===== src/rtl/status_event_pkg.sv =====
// Shared encodings and width for the status event capture block.
// Edge-mode codes are two bits per input, packed {bit7..bit0} in the top-level parameter.
package status_event_pkg;

    localparam int STATUS_W = 8;

    localparam logic [1:0] EDGE_LEVEL = 2'b00;
    localparam logic [1:0] EDGE_RISE  = 2'b01;
    localparam logic [1:0] EDGE_FALL  = 2'b10;
    localparam logic [1:0] EDGE_BOTH  = 2'b11;

    // Number of set bits in a flag-wide vector (0..8).
    function automatic logic [3:0] count_ones(input logic [STATUS_W-1:0] v);
        logic [3:0] n;
        n = '0;
        for (int i = 0; i < STATUS_W; i++) begin
            n = n + {3'b000, v[i]};
        end
        return n;
    endfunction

endpackage


===== src/rtl/status_event_bit.sv =====
// One event channel: synchronizer chain, edge history, detector, status flag and
// overflow flag. The drop strobe reports an event lost against an already-set flag.
module status_event_bit
    import status_event_pkg::*;
#(
    parameter logic [1:0] Mode       = EDGE_RISE,
    parameter bit         Sticky     = 1'b1,
    parameter int         SyncStages = 2
) (
    input  logic clock,
    input  logic reset_n,
    input  logic event_in,
    input  logic clear,
    output logic flag,
    output logic overflow,
    output logic drop
);

    logic [SyncStages-1:0] sync_reg;
    logic                  hist_reg;
    logic                  flag_reg;
    logic                  flag_next;
    logic                  ovf_reg;
    logic                  ovf_next;
    logic                  synced;
    logic                  detect;

    assign synced = sync_reg[SyncStages-1];

    always_ff @(posedge clock or negedge reset_n) begin
        if (!reset_n) begin
            sync_reg <= '0;
            hist_reg <= 1'b0;
            flag_reg <= 1'b0;
            ovf_reg  <= 1'b0;
        end else begin
            sync_reg <= {sync_reg[SyncStages-2:0], event_in};
            hist_reg <= synced;
            flag_reg <= flag_next;
            ovf_reg  <= ovf_next;
        end
    end

    always_comb begin
        detect = 1'b0;
        case (Mode)
            EDGE_LEVEL: detect = synced;
            EDGE_RISE:  detect = synced & ~hist_reg;
            EDGE_FALL:  detect = ~synced & hist_reg;
            default:    detect = synced ^ hist_reg;
        endcase
    end

    // A detect coinciding with a clear re-arms the flag and is not counted as lost.
    always_comb begin
        flag_next = detect;
        ovf_next  = 1'b0;
        drop      = 1'b0;
        if (Sticky) begin
            drop      = detect & flag_reg & ~clear;
            flag_next = detect | (flag_reg & ~clear);
            ovf_next  = drop | (ovf_reg & ~clear);
        end
    end

    assign flag     = flag_reg;
    assign overflow = ovf_reg;

endmodule


===== src/rtl/status_event_capture.sv =====
// Multi-bit event capture: per-bit channels feeding a status vector, plus a
// saturating lost-event counter and a registered, maskable interrupt.
module status_event_capture
    import status_event_pkg::*;
#(
    parameter int                    NumInputs  = 8,
    parameter logic [2*STATUS_W-1:0] EdgeMode   = 16'h5555,
    parameter logic [STATUS_W-1:0]   StickyMask = 8'hFF,
    parameter int                    SyncStages = 2
) (
    input  logic                clock,
    input  logic                reset_n,
    input  logic [STATUS_W-1:0] event_in,
    input  logic                clear_req,
    input  logic [STATUS_W-1:0] clear_mask,
    input  logic [STATUS_W-1:0] int_mask,
    output logic [STATUS_W-1:0] status_out,
    output logic [STATUS_W-1:0] overflow,
    output logic [STATUS_W-1:0] drop_count,
    output logic                interrupt
);

    logic [STATUS_W-1:0] clear_bits;
    logic [STATUS_W-1:0] drop_bits;
    logic [STATUS_W-1:0] drop_count_reg;
    logic [STATUS_W-1:0] drop_count_next;
    logic [STATUS_W:0]   drop_sum;
    logic                clear_all;
    logic                interrupt_reg;

    assign clear_bits = clear_mask & {STATUS_W{clear_req}};
    assign clear_all  = clear_req && (clear_mask == {STATUS_W{1'b1}});

    generate
        for (genvar gi = 0; gi < STATUS_W; gi++) begin : g_bit
            if (gi < NumInputs) begin : g_active
                status_event_bit #(
                    .Mode       (EdgeMode[2*gi +: 2]),
                    .Sticky     (StickyMask[gi]),
                    .SyncStages (SyncStages)
                ) u_bit (
                    .clock    (clock),
                    .reset_n  (reset_n),
                    .event_in (event_in[gi]),
                    .clear    (clear_bits[gi]),
                    .flag     (status_out[gi]),
                    .overflow (overflow[gi]),
                    .drop     (drop_bits[gi])
                );
            end else begin : g_unused
                assign status_out[gi] = 1'b0;
                assign overflow[gi]   = 1'b0;
                assign drop_bits[gi]  = 1'b0;
            end
        end
    endgenerate

    // One spare bit in the sum catches the carry that triggers saturation.
    always_comb begin
        drop_sum        = {1'b0, drop_count_reg} + {{(STATUS_W-3){1'b0}}, count_ones(drop_bits)};
        drop_count_next = drop_sum[STATUS_W] ? {STATUS_W{1'b1}} : drop_sum[STATUS_W-1:0];
        if (clear_all) begin
            drop_count_next = '0;
        end
    end

    always_ff @(posedge clock or negedge reset_n) begin
        if (!reset_n) begin
            drop_count_reg <= '0;
            interrupt_reg  <= 1'b0;
        end else begin
            drop_count_reg <= drop_count_next;
            interrupt_reg  <= |(status_out & int_mask);
        end
    end

    assign drop_count = drop_count_reg;
    assign interrupt  = interrupt_reg;

endmodule


===== config.mk =====
export PLATFORM = sky130hd
export DESIGN_NAME = status_event_capture
export DESIGN_NICKNAME = d
export VERILOG_FILES = /design/src/rtl/status_event_pkg.sv /design/src/rtl/status_event_bit.sv /design/src/rtl/status_event_capture.sv
export SDC_FILE = /design/constraint.sdc
export NUM_CORES = 1
export LEC_CHECK = 0
export CORE_ASPECT_RATIO = 0.5
export CORE_MARGIN = 3
export CORE_UTILIZATION = 31
export CTS_BUF_LIST = sky130_fd_sc_hd__clkbuf_2 sky130_fd_sc_hd__clkbuf_4 sky130_fd_sc_hd__clkbuf_8
export DETAILED_ROUTE_END_ITERATION = 8
export PLACE_DENSITY = 0.53
export SKIP_CTS_REPAIR_TIMING = 1
export SLEW_MARGIN = 40
export SYNTH_ARGS = -nofsm -noshare
export SYNTH_HDL_FRONTEND = slang
export SYNTH_SLANG_ARGS = --single-unit

===== constraint.sdc =====
create_clock -name clock -period 8 [get_ports clock]
set_clock_uncertainty 0.2 [all_clocks]
set_input_delay 1.6 -clock clock [delete_from_list [all_inputs] [get_ports clock]]
set_output_delay 1.6 -clock clock [all_outputs]
set_load 0.005 [all_outputs]

---- Word level (Yosys, flattened, before mapping) ----
Cells that the tools add are included.
cells by class
  $add $sub $neg .......................... 8
  eq/ne operators ......................... 1
  mux-type cells .......................... 2
  bitwise logic cells ..................... 74
  reduce and logical (&&, ||, !) cells .... 2
operators by type and width
  kind                                  count
  bitwise AND 1 bit                     40
  adder 4 x 1 -> 4 bit                  4
  bitwise AND 8 bit                     2
  2-to-1 mux 8 bit                      2
  inverter 1 bit                        16
  bitwise OR 1 bit                      16
  adder 8 x 4 -> 9 bit                  1
  == test 8 bit, second input constant  1
  OR reduction 8 bit                    1
  adder 3 x 1 -> 4 bit                  1
  adder 2 x 1 -> 3 bit                  1
  adder 1 x 1 -> 2 bit                  1
  logical AND 1 bit                     1
storage, ports and cells
  flip-flop bits (word level) ............. 49
  output and inout port bits .............. 25
  logic and storage cells ................. 121

---- Longest topological paths before layout ----
  depth in word-level cells ............... 14
  mapped depth ............................ 15

---- By module ----
Synthesis repeated with hierarchy kept, for this count alone.
unflattened totals
  cell total of the unflattened synthesis .. 172
  area, all modules ....................... 2128.3 sq um
modules (own cells, without submodules)
  module                instances  cells an instance  area an instance (sq um)  sequential area each (sq um)
  status_event_bit      8          11                 168.9                     125.1
  status_event_capture  1          84                 777.0                     225.2

---- Worst setup path before layout ----
OpenSTA, ideal clock, no wires.
  path kind ............................... input to register
  start ................................... input port clear_req
  end ..................................... register drop_count_reg[6], in the netlist drop_count[6]
  library setup time ...................... 94 ps
  arrival time ............................ 5016 ps
  required time ........................... 7706 ps
  slack ................................... 2690 ps
  cell stages on the path ................. 15
  cell sequence ........................... buf_2 > nand2_1 > nand2_1 > nor3_1 > fa_1 > inv_1 > fa_1 > inv_1 > fa_1 > fa_1 > fa_1 > nand3_1 > nand2_1 > and4_1 > a211oi_1
on the way
  longest elaborated chain between the ends .. 13
  elaborated cells between the ends (all ways) .. 28
  classes of those cells .................. add/sub: 8; mux: 2; bitwise: 17; reduce/logical: 1
ends and longest elaborated chain
  item                                RTL line                    source
  start: declaration                  status_event_capture.sv:14  input logic clear_req,
  bitwise AND 8 bit                   status_event_capture.sv:31  assign clear_bits = clear_mask & {STATUS_W{clear_req}};
  inverter 1 bit                      status_event_bit.sv:60      drop = detect & flag_reg & ~clear;
  bitwise AND 1 bit                   status_event_bit.sv:60
  adder 1 x 1 -> 2 bit                status_event_pkg.sv:17      n = n + {3'b000, v[i]};
  adder 2 x 1 -> 3 bit                status_event_pkg.sv:17
  adder 3 x 1 -> 4 bit                status_event_pkg.sv:17
  adder 4 x 1 -> 4 bit (4 in series)  status_event_pkg.sv:17
  adder 8 x 4 -> 9 bit                status_event_capture.sv:60  drop_sum = {1'b0, drop_count_reg} + {{(STATUS_W-3){1'b0}}, count_ones(drop_bits)};
  2-to-1 mux 8 bit                    status_event_capture.sv:61  drop_count_next = drop_sum[STATUS_W] ? {STATUS_W{1'b1}} : drop_sum[STATUS_W-1:0];
  2-to-1 mux 8 bit *                  status_event_capture.sv:62  if (clear_all) begin
  net drop_count_next[6]              status_event_capture.sv:26  logic [STATUS_W-1:0] drop_count_next;
  end signal: assignment              status_event_capture.sv:72  drop_count_reg <= drop_count_next;
  end: declaration                    status_event_capture.sv:25  logic [STATUS_W-1:0] drop_count_reg;
The timed path passes the listed nets; every way through them passes the cells marked *.

---- Final worst setup path ----
Same ends and word-level chain as after synthesis.

==> results.toml <==
[outcome]
status = "completed"

[floorplan]
io_pins = 52
core_um2 = 6230
die_area_um2 = 7680
rows = 20
start_util_pct = 32.9
die_h_um = 63.5
die_w_um = 121

[grt]
grt_pass1_wl_um = 6760
grt_max_degree = 50
grtUsageTotal_pct = 11.1
grt_pass1_vias = 1383
grt.overflow.total = 0
antenna_found_initial = 0

[layout]
regArea_um2 = 1230
num_antenna_cells = 0
largest_register_ffs = 16
final_nets = 248
multi_input_area_um2 = 638
drive_above_1_share_pct = 5.69
syn_to_final_growth_pct = 28.0
final_area_um2 = 2620
fillers = 615

[drt]
wl_um = 3920
post_drt_via_cell_ratio = 4.39
route.vias.total = 1314
wl_per_cell_um = 13.1
drt_iter0_drc = 64
first_pass_iters = 4
ant_nets = 0
drc = 0

[worst_setup_path]
crit_type = "in2reg"
cp.arrival_ps = 5740
cp-end-kind = "flop"
crit_path_max_fanout = 8
cp-start-kind = "primary input"
required_ps = 8010

[pwr]
p_sw_share_pct = 29.9
p_seq_share_pct = 46.2
intPower_w = 0.000483
combPwrFrac_pct = 32.5
power.total_w = 0.000690
ir_worst_vdd_uv = 89.0
p_clk_share_pct = 21.3
powerDensity_nw_per_um2 = 263
p_leak_nw = 1.20
p_sw_w = 0.000206

[clock_network]
cts_tree = "yes"
cts.sinks = 49
htreeDepth = 2
cts_buffers = 5
clk_transition_reported_paths_ps = 80
clockBufferDepth = 2
root_buffer = "clkbuf_8"
clock_latency_ps = 290

[yosys]
synthesis.instances = 170
synth_area_leaders = "dfrtp_1 (60%), buf_4 (5.9%), fa_1 (4.9%)"
async_flop_share_pct = 100
ys_seq_elements = 49
synth_edf_count = 0
yosys_warnings = 0
synth_area_leader_cell = "dfrtp_1"
synth_nets = 208
ys_types = 30
seq_area_frac_synth_pct = 59.8
synth.most_common_cell = "dfrtp_1"
syn_area_um2 = 2050
synthFlopType = "dfrtp_1"
ys_top_cells_by_count = "dfrtp_1 (49), nand2_1 (21), buf_4 (16)"
syn_avg_cell_area_um2 = 12.1
synth_top_cell_area_share_pct = 59.8

[timing]
finalSetupViolations = 0
worst_slew_pin_slew_ps = 608
finalHoldViolations = 0
fmax_ghz = 0.174
slew_violations = 0
rsz0062_at_grt = "no"
fin_crit_ps = 5730
post-route-period-util_pct = 71.7
tns_ps = 0
max_slew_margin_pct = 59.4

[hold_path]
hp-class = "reg2reg"

[place]
placement.io_buffers = 51
dpl-instance-area_um2 = 2530
gp_congestion = 0.769
hpwl_um = 3060

[run]
drv_cap = 0
==> metrics by stage <==
stage / hold slack (ps) / setup WS [ps] / util [%] / cells
4_1_cts: 154 / 2250 / 42.1 / 299
5_1_grt: 160 / 1970 / 42.1 / 299
3_5_place_dp: 135 / 1910 / 40.6 / 291
2_1_floorplan: 131 / 2690 / - / 170
6_report: 152 / 2270 / 42.1 / 299
3_3_place_gp: 131 / 2030 / 40.6 / 291
==> power by group through the flow <==
stage,combinational [W],sequential (W),clock (W)
after detailed placement,0.000227,0.000324,0
after global routing,0.000255,0.000326,0.000165
after global placement,0.000224,0.000323,0
final,0.000224,0.000318,0.000147
after floorplan,0.000145,0.000316,0
after CTS,0.000228,0.000319,0.000153
==> cell type report <==
class,count,share of cell area (%)
Multi-Input combinational cell,90,24.3
Clock buffer,7,3.20
Sequential cell,49,46.8
Inverter,13,1.86
Timing Repair Buffer,51,19.4
Tap cell,88,4.20
Clock inverter,1,0.286
==> critical path, stage by stage <==
cell             delay, ps
clkdlybuf4s50_1        630
nand2_1                120
nand2_1                100
nor3_1                  70
fa_1                   510
inv_1                   60
fa_1                   530
inv_1                   60
fa_1                   500
fa_1                   470
fa_1                   420
nand3_1                100
nand2_1                130
and4_1                 240
a211oi_1               210
==> per-layer routing <==
| metal | track usage (%) | wire length (um) |
|---|---|---|
| met2 | 17.1 | 1880 |
| met5 | 0 | 0 |
| met4 | 2.54 | 28 |
| met3 | 2.87 | 155 |
| met1 | 15.8 | 1850 |
==> path summary, 6_finish.rpt <==
kind	startpoint	end	slack [ps]	cells after the start
min in group asynchronous	reset_n	g_bit[4].g_active.u_bit.sync_reg[0]	1100	1
hold reg to reg	g_bit[2].g_active.u_bit.sync_reg[0]	g_bit[2].g_active.u_bit.sync_reg[1]	150	0
setup / recovery	clear_req	drop_count[6]	2270	15
hold / removal	g_bit[2].g_active.u_bit.sync_reg[0]	g_bit[2].g_active.u_bit.sync_reg[1]	150	0
max in group asynchronous	reset_n	g_bit[1].g_active.u_bit.hist_reg	6070	1
setup reg to reg	g_bit[0].g_active.u_bit.flag	drop_count[6]	3920	13
==> placed cells by master, fill, tap and decap left out, types with 2 or more instances in the layout <==
| master | netlist | routed |
|---|---|---|
| clkdlybuf4s50_1 | 0 | 50 |
| dfrtp_1 | 49 | 49 |
| nand2_1 | 21 | 21 |
| inv_1 | 13 | 13 |
| o21ai_0 | 7 | 7 |
| a21o_1 | 7 | 7 |
| nor3_1 | 6 | 6 |
| ha_1 | 6 | 6 |
| a21oi_1 | 5 | 5 |
| fa_1 | 5 | 5 |
| clkbuf_8 | 0 | 5 |
| a22oi_1 | 4 | 4 |
| nor2b_1 | 3 | 3 |
| nand3_1 | 3 | 3 |
| a31oi_1 | 3 | 3 |
| nand4_1 | 3 | 3 |
| nor2_1 | 3 | 3 |
| a211oi_1 | 2 | 2 |
| xnor2_1 | 2 | 2 |
| clkbuf_4 | 0 | 2 |
==> cell families (layout without fill, tap and decap cells) <==
family	Yosys count	after routing	share of synthesized area, %
adders and majority gates	11	11	8.55
and+or+nand+nor	44	44	10.9
buffers and inverters	31	72	9.04
muxes	2	2	1.04
AOI/OAI and AO/OA	31	31	9.83
xor gates and xnor gates	2	2	0.855
DFF	49	49	59.8
No activity file was read; power rests on OpenSTA's default activity.
